<file path="src/rtl/seg_scan_decoder_pkg.sv">
// seg_pkg: constants and types shared between the seven-segment cathode driver
// and the scan decoder.
//   SEG_0..SEG_9, SEG_BLANK : active-low cathode patterns, {a,b,c,d,e,f,g} = seg[6:0]
//   DIGIT_BLANK, DIGIT_BAD  : values reported for an all-off or an unrecognised pattern
//   scan_state_e            : scan-decoder FSM states
package seg_pkg;

    localparam logic [6:0] SEG_0     = 7'b0000001;
    localparam logic [6:0] SEG_1     = 7'b1001111;
    localparam logic [6:0] SEG_2     = 7'b0010010;
    localparam logic [6:0] SEG_3     = 7'b0000110;
    localparam logic [6:0] SEG_4     = 7'b1001100;
    localparam logic [6:0] SEG_5     = 7'b0100100;
    localparam logic [6:0] SEG_6     = 7'b0100000;
    localparam logic [6:0] SEG_7     = 7'b0001111;
    localparam logic [6:0] SEG_8     = 7'b0000000;
    localparam logic [6:0] SEG_9     = 7'b0000100;
    localparam logic [6:0] SEG_BLANK = 7'b1111111;

    localparam logic [3:0] DIGIT_BLANK = 4'hF;
    localparam logic [3:0] DIGIT_BAD   = 4'hE;

    typedef enum logic [1:0] {
        ST_WAIT   = 2'd0,
        ST_SETTLE = 2'd1,
        ST_HOLD   = 2'd2
    } scan_state_e;

endpackage

</file>
<file path="src/rtl/seg_pattern_decode.sv">
// seg_pattern_decode: combinational cathode-pattern to digit-value decoder.
//   seg_i   : active-low cathodes {a,b,c,d,e,f,g}
//   value_o : 0-9 for a recognised digit, DIGIT_BLANK for all-off, DIGIT_BAD otherwise
//   blank_o : pattern was all segments off
//   bad_o   : pattern was neither a digit nor blank
module seg_pattern_decode
    import seg_pkg::*;
(
    input  logic [6:0] seg_i,
    output logic [3:0] value_o,
    output logic       blank_o,
    output logic       bad_o
);

    // Table lookup of the cathode pattern
    always_comb begin
        value_o = DIGIT_BAD;
        blank_o = 1'b0;
        bad_o   = 1'b0;
        case (seg_i)
            SEG_0:     value_o = 4'd0;
            SEG_1:     value_o = 4'd1;
            SEG_2:     value_o = 4'd2;
            SEG_3:     value_o = 4'd3;
            SEG_4:     value_o = 4'd4;
            SEG_5:     value_o = 4'd5;
            SEG_6:     value_o = 4'd6;
            SEG_7:     value_o = 4'd7;
            SEG_8:     value_o = 4'd8;
            SEG_9:     value_o = 4'd9;
            SEG_BLANK: begin
                value_o = DIGIT_BLANK;
                blank_o = 1'b1;
            end
            default: begin
                value_o = DIGIT_BAD;
                bad_o   = 1'b1;
            end
        endcase
    end

endmodule

</file>
<file path="src/rtl/seg_scan_decoder.sv">
// seg_scan_decoder: monitors a multiplexed seven-segment anode/cathode bus and
// recovers the value shown on each digit, publishing complete coherent frames.
//   clk, rst_n  : clock (rising edge), asynchronous active-low reset
//   an          : anode enables, active-low, bit i selects digit i
//   seg         : cathodes, active-low, {a,b,c,d,e,f,g}
//   digits      : decoded values, digit i in [4i+3:4i]
//   blank, bad  : per-digit all-off / unrecognised-pattern flags
//   frame_valid : one-cycle pulse when digits/blank/bad were updated
//   stale       : no digit accepted for TIMEOUT_CYCLES cycles
module seg_scan_decoder
    import seg_pkg::*;
#(
    parameter int NUM_DIGITS     = 4,
    parameter int STABLE_CYCLES  = 16,
    parameter int TIMEOUT_CYCLES = 1000000
) (
    input  logic                    clk,
    input  logic                    rst_n,
    input  logic [NUM_DIGITS-1:0]   an,
    input  logic [6:0]              seg,
    output logic [4*NUM_DIGITS-1:0] digits,
    output logic [NUM_DIGITS-1:0]   blank,
    output logic [NUM_DIGITS-1:0]   bad,
    output logic                    frame_valid,
    output logic                    stale
);

    localparam int SW = $clog2(STABLE_CYCLES + 1);
    localparam int TW = $clog2(TIMEOUT_CYCLES + 1);
    localparam int IW = (NUM_DIGITS > 1) ? $clog2(NUM_DIGITS) : 1;
    localparam logic [SW-1:0]         STAB_MAX = SW'(STABLE_CYCLES);
    localparam logic [SW-1:0]         STAB_ONE = SW'(1);
    localparam logic [TW-1:0]         TO_MAX   = TW'(TIMEOUT_CYCLES);
    localparam logic [NUM_DIGITS-1:0] ALL_ONES = {NUM_DIGITS{1'b1}};
    localparam logic [NUM_DIGITS-1:0] ALL_ZERO = {NUM_DIGITS{1'b0}};

    // Position of the (single) low anode bit
    function automatic logic [IW-1:0] sel_index(input logic [NUM_DIGITS-1:0] sel_n);
        logic [IW-1:0] idx;
        idx = {IW{1'b0}};
        for (int k = 0; k < NUM_DIGITS; k++) begin
            if (sel_n[k]) idx = IW'(k);
        end
        return idx;
    endfunction

    logic [NUM_DIGITS-1:0]   an_q, an_p_q;
    logic [6:0]              seg_q, seg_p_q;
    scan_state_e             state_q, state_d;
    logic [SW-1:0]           stab_q, stab_d;
    logic [TW-1:0]           to_q, to_d;
    logic [NUM_DIGITS-1:0]   seen_q, seen_d;
    logic [4*NUM_DIGITS-1:0] shd_val_q, shd_val_d;
    logic [NUM_DIGITS-1:0]   shd_blank_q, shd_blank_d, shd_bad_q, shd_bad_d;
    logic [4*NUM_DIGITS-1:0] digits_q, digits_d;
    logic [NUM_DIGITS-1:0]   blank_q, blank_d, bad_q, bad_d;
    logic                    fv_q, fv_d, stale_q, stale_d;

    logic [NUM_DIGITS-1:0]   sel_n_s;
    logic                    legal_s, changed_s, accept_s;
    logic [SW-1:0]           stab_inc_s;
    logic [TW-1:0]           to_inc_s;
    logic [IW-1:0]           idx_s;
    logic [3:0]              dec_val_s;
    logic                    dec_blank_s, dec_bad_s;

    seg_pattern_decode u_decode (
        .seg_i   (seg_q),
        .value_o (dec_val_s),
        .blank_o (dec_blank_s),
        .bad_o   (dec_bad_s)
    );

    // Legal select means exactly one anode low (one-hot test on the inverted bus)
    assign sel_n_s    = ~an_q;
    assign legal_s    = (sel_n_s != ALL_ZERO) && ((sel_n_s & (sel_n_s - NUM_DIGITS'(1))) == ALL_ZERO);
    assign changed_s  = {an_q, seg_q} != {an_p_q, seg_p_q};
    assign stab_inc_s = (stab_q == STAB_MAX) ? stab_q : stab_q + STAB_ONE;
    assign to_inc_s   = (to_q == TO_MAX) ? to_q : to_q + TW'(1);
    assign idx_s      = sel_index(sel_n_s);

    // Input capture plus one cycle of history for change detection
    always_ff @(posedge clk or negedge rst_n) begin
        if (!rst_n) begin
            an_q    <= ALL_ONES;
            seg_q   <= SEG_BLANK;
            an_p_q  <= ALL_ONES;
            seg_p_q <= SEG_BLANK;
        end else begin
            an_q    <= an;
            seg_q   <= seg;
            an_p_q  <= an_q;
            seg_p_q <= seg_q;
        end
    end

    // FSM state and stability counter
    always_ff @(posedge clk or negedge rst_n) begin
        if (!rst_n) begin
            state_q <= ST_WAIT;
            stab_q  <= {SW{1'b0}};
        end else begin
            state_q <= state_d;
            stab_q  <= stab_d;
        end
    end

    // FSM next state: any change restarts the stability count
    always_comb begin
        state_d = state_q;
        stab_d  = stab_q;
        case (state_q)
            ST_WAIT: begin
                if (legal_s) begin
                    state_d = ST_SETTLE;
                    stab_d  = STAB_ONE;
                end else begin
                    state_d = ST_WAIT;
                end
            end
            ST_SETTLE: begin
                if (!legal_s) begin
                    state_d = ST_WAIT;
                    stab_d  = {SW{1'b0}};
                end else if (changed_s) begin
                    stab_d  = STAB_ONE;
                end else begin
                    stab_d  = stab_inc_s;
                    state_d = (stab_inc_s == STAB_MAX) ? ST_HOLD : ST_SETTLE;
                end
            end
            ST_HOLD: begin
                if (changed_s && legal_s) begin
                    state_d = ST_SETTLE;
                    stab_d  = STAB_ONE;
                end else if (changed_s) begin
                    state_d = ST_WAIT;
                    stab_d  = {SW{1'b0}};
                end else begin
                    state_d = ST_HOLD;
                end
            end
            default: begin
                state_d = ST_WAIT;
                stab_d  = {SW{1'b0}};
            end
        endcase
    end

    // FSM output: accept on the cycle the count reaches the threshold
    always_comb begin
        if (state_q == ST_SETTLE && legal_s && !changed_s && stab_inc_s == STAB_MAX) begin
            accept_s = 1'b1;
        end else begin
            accept_s = 1'b0;
        end
    end

    // Shadow slots, frame assembly and timeout; an accept overrides a timeout
    always_comb begin
        shd_val_d   = shd_val_q;
        shd_blank_d = shd_blank_q;
        shd_bad_d   = shd_bad_q;
        seen_d      = seen_q;
        digits_d    = digits_q;
        blank_d     = blank_q;
        bad_d       = bad_q;
        fv_d        = 1'b0;
        to_d        = to_inc_s;
        stale_d     = stale_q;
        if (accept_s) begin
            shd_val_d[{idx_s, 2'b00} +: 4] = dec_val_s;
            shd_blank_d[idx_s]             = dec_blank_s;
            shd_bad_d[idx_s]               = dec_bad_s;
            seen_d  = seen_q | sel_n_s;
            to_d    = {TW{1'b0}};
            stale_d = 1'b0;
            // Publish from the updated shadow so the slot written now is included
            if (seen_d == ALL_ONES) begin
                digits_d = shd_val_d;
                blank_d  = shd_blank_d;
                bad_d    = shd_bad_d;
                fv_d     = 1'b1;
                seen_d   = ALL_ZERO;
            end else begin
                fv_d = 1'b0;
            end
        end else if (to_inc_s == TO_MAX) begin
            stale_d = 1'b1;
            seen_d  = ALL_ZERO;
        end else begin
            stale_d = stale_q;
        end
    end

    // Frame, shadow and timeout registers
    always_ff @(posedge clk or negedge rst_n) begin
        if (!rst_n) begin
            shd_val_q   <= {(4*NUM_DIGITS){1'b0}};
            shd_blank_q <= ALL_ZERO;
            shd_bad_q   <= ALL_ZERO;
            seen_q      <= ALL_ZERO;
            digits_q    <= {(4*NUM_DIGITS){1'b0}};
            blank_q     <= ALL_ONES;
            bad_q       <= ALL_ZERO;
            fv_q        <= 1'b0;
            to_q        <= {TW{1'b0}};
            stale_q     <= 1'b0;
        end else begin
            shd_val_q   <= shd_val_d;
            shd_blank_q <= shd_blank_d;
            shd_bad_q   <= shd_bad_d;
            seen_q      <= seen_d;
            digits_q    <= digits_d;
            blank_q     <= blank_d;
            bad_q       <= bad_d;
            fv_q        <= fv_d;
            to_q        <= to_d;
            stale_q     <= stale_d;
        end
    end

    assign digits      = digits_q;
    assign blank       = blank_q;
    assign bad         = bad_q;
    assign frame_valid = fv_q;
    assign stale       = stale_q;

endmodule

</file>
<file path="config.mk">
export PLATFORM = sky130hd
export DESIGN_NAME = seg_scan_decoder
export DESIGN_NICKNAME = d
export VERILOG_FILES = /design/src/rtl/seg_scan_decoder_pkg.sv /design/src/rtl/seg_pattern_decode.sv /design/src/rtl/seg_scan_decoder.sv
export SDC_FILE = /design/constraint.sdc
export NUM_CORES = 1
export LEC_CHECK = 0
export ABC_AREA = 1
export CAP_MARGIN = 30
export CORE_MARGIN = 2
export CORE_UTILIZATION = 55
export DETAILED_ROUTE_END_ITERATION = 10
export PLACE_DENSITY = 0.76
export SETUP_SLACK_MARGIN = 0.3
export SYNTH_ARGS = -nofsm -noshare
export SYNTH_HDL_FRONTEND = slang
export SYNTH_SLANG_ARGS = --single-unit
</file>
<file path="constraint.sdc">
create_clock -name clk -period 4.4 [get_ports clk]
set_input_delay 0.88 -clock clk [delete_from_list [all_inputs] [get_ports clk]]
set_output_delay 0.88 -clock clk [all_outputs]
set_load 0.005 [all_outputs]
</file>
==> metrics <==
status=completed; most frequent cells in the layout=277 x nand2_1, 78 x nor2_1, 77 x dfrtp_1; routed via count=4483; n_diodes=0; first-pass GRT wire length=19800 um; largest cells by area after synthesis=dfrtp_1 37%, nand2_1 20%, dfstp_2 13%; largest net degree at the start of global routing=63; H-tree depth=3; ys async rst share=100%; Final setup violation count=0; placement row count=35; Pleak=3.02 nW; Port Buffers=38; share of cells above drive strength 1=8.24%; #FFs+latches synth=103; Tcrit/Tclk final=64.0%; max-slew violation count=0; die height=102 um; unrepaired setup endpoints after global routing=no; final core occ=64.3%; Top FF cell, synth=dfrtp_1; CP Data Required Time=4.71 ns; Arr. time, crit path=3.13 ns; post-synthesis cell count=696; Synth area leader=dfrtp_1; CP Launch Type=flip-flop; post-CTS setup buffer count=0; Root Buffer=clkbuf_8; Final Hold Fails=0; kind of critical path=reg -> reg; Synth Area per Inst=7.57 um^2; VDD IR max=0.000174 V; Ys Warns=0; hold path start=seg_q[2]; Slew @ Worst Pin=0.748 ns; sequential area share after synthesis=49.6%; Initial DRC Count=264; Detailed Route WL=11500 um; Critical Path Sink Type=flip-flop; initial core utilization=56.7%; TritonCTS Buffers=9; MaxCap Viol Count=0; Residual DRC=0; die width=102 um; Setup WS pre-CTS=1.58 ns; commonest non-fill, non-tap cell in the layout=nand2_1; Post-synth EDFFs=0; placed wire-length estimate=8280 um; Via density=5.16; Max-slew headroom=50.1%; Clock Sinks=103; io pins=39; DR pass1 iterations=5; Final Wtd Congestion=0.932; vias in the first global route=4471; top cell type's share of synthesized area=36.6%; die area=10400 um^2; setup TNS=0 ns; Yosys cell types=34; clock slew at reported path FFs=0.10 ns; Worst Setup SP=an_q[2]; worst min path class=reg -> reg; Syn Nets=718; antenna viol nets, final=0; TritonCTS clock tree=built; worst skew pair latency=0.38 ns; Post-Syn Area=5270 um^2; Worst R2R Start=an_q[2]; fmax=355 MHz; crit-path max FO=55; deepest clock path buffer count=2; Worst Slack Setup Final=1.58 ns; initial antenna violation count=0; Layout area overhead=13.3%; Nets=757; routed len/inst=13.2 um; core area=9280 um^2; All-Layer GR Usage=24.1%; Pwr Density=283 nW/um^2; worst hold slack=0.392 ns; grt ovf=0; post_cts resized=0; Final min period=2.82 ns; CTS hold repair buffers=0; clock skew=0.0125 ns
-- logic make-up (layout without fill, tap and decap cells) --
logic type | after synthesis | after routing | synth area share [%]
AOI/OAI and AO/OA | 48 | 48 | 4.78
buffers and inverters | 89 | 133 | 6.94
adders and majority gates | 9 | 9 | 2.14
DFF | 103 | 103 | 49.6
and+or+nand+nor | 430 | 430 | 33.8
xor gates and xnor gates | 17 | 17 | 2.83
-- synth_stat cells, types with 3 or more instances --
library cell / instances
a21oi_1: 11
buf_2: 9
clkinv_1: 3
dfrtp_1: 77
dfstp_2: 26
ha_1: 9
inv_1: 67
inv_2: 6
nand2_1: 277
nand3_1: 39
nand4_1: 16
nor2_1: 78
nor3_1: 8
o21ai_0: 27
o21ai_1: 4
o22ai_1: 3
or2_2: 3
xnor2_1: 9
xor2_1: 8
-- through the flow --
stage	power (mW)	cells	instance area (um^2)
floorplan	1.06	696	5270
global placement	1.10	852	5740
detailed placement	1.11	853	5770
CTS	1.70	869	5970
global route	1.75	869	5970
finish	1.69	869	5970
-- sequential cells by signal, summed over array words and instances (netlist names), 5 cells and up --
signal	cells
to_q	20
digits	16
shd_val_q	16
seg_p_q	7
seg_q	7
stab_q	5
-- power by group --
part           total, mW  internal [mW]  leakage (nW)  switching, mW
registers          0.982          0.969          1.33         0.0133
logic              0.111         0.0387          1.59         0.0724
clock network      0.595          0.251         0.102          0.345
total               1.69           1.26          3.02          0.430
-- area by class of cell --
class,instances,area (um^2)
Timing Repair Buffer,40,413
Multi-Input combinational cell,504,2290
Fill cell,818,3320
Clock buffer,11,153
Inverter,77,294
Sequential cell,103,2610
Tap cell,129,161
Clock inverter,5,46.3
-- worst max-delay path: stages, from the launching register on --
cell,delay [ns]
dfstp_2,0.59
nand2_1,0.14
inv_1,0.16
o21ai_1,0.13
nor3_2,0.20
nand2_2,0.16
nor2_8,0.59
nand2_4,0.36
clkinv_4,0.28
nand2_1,0.08
nand2_1,0.07
-- worst paths after layout --
path	to	slack (ns)	cells past startpoint
worst min register to register	seg_p_q[2]	0.39	0
worst max register to register	digits[15]	1.58	10
worst max-delay path	digits[15]	1.58	10
worst min-delay path	seg_p_q[2]	0.39	0
max in group asynchronous	to_q[18]	3.11	3
min in group asynchronous	stab_q[2]	0.40	1
-- metal layers --
metal | global-route usage (%) | vias to the layer above | routed length, um
li1 | - | 2252 | -
met1 | 31.7 | 2125 | 5180
met2 | 41.1 | 86 | 5690
met3 | 3.69 | 20 | 376
met4 | 8.41 | 0 | 223
met5 | 0 | - | 0
Power figures use the tool's default switching activity.
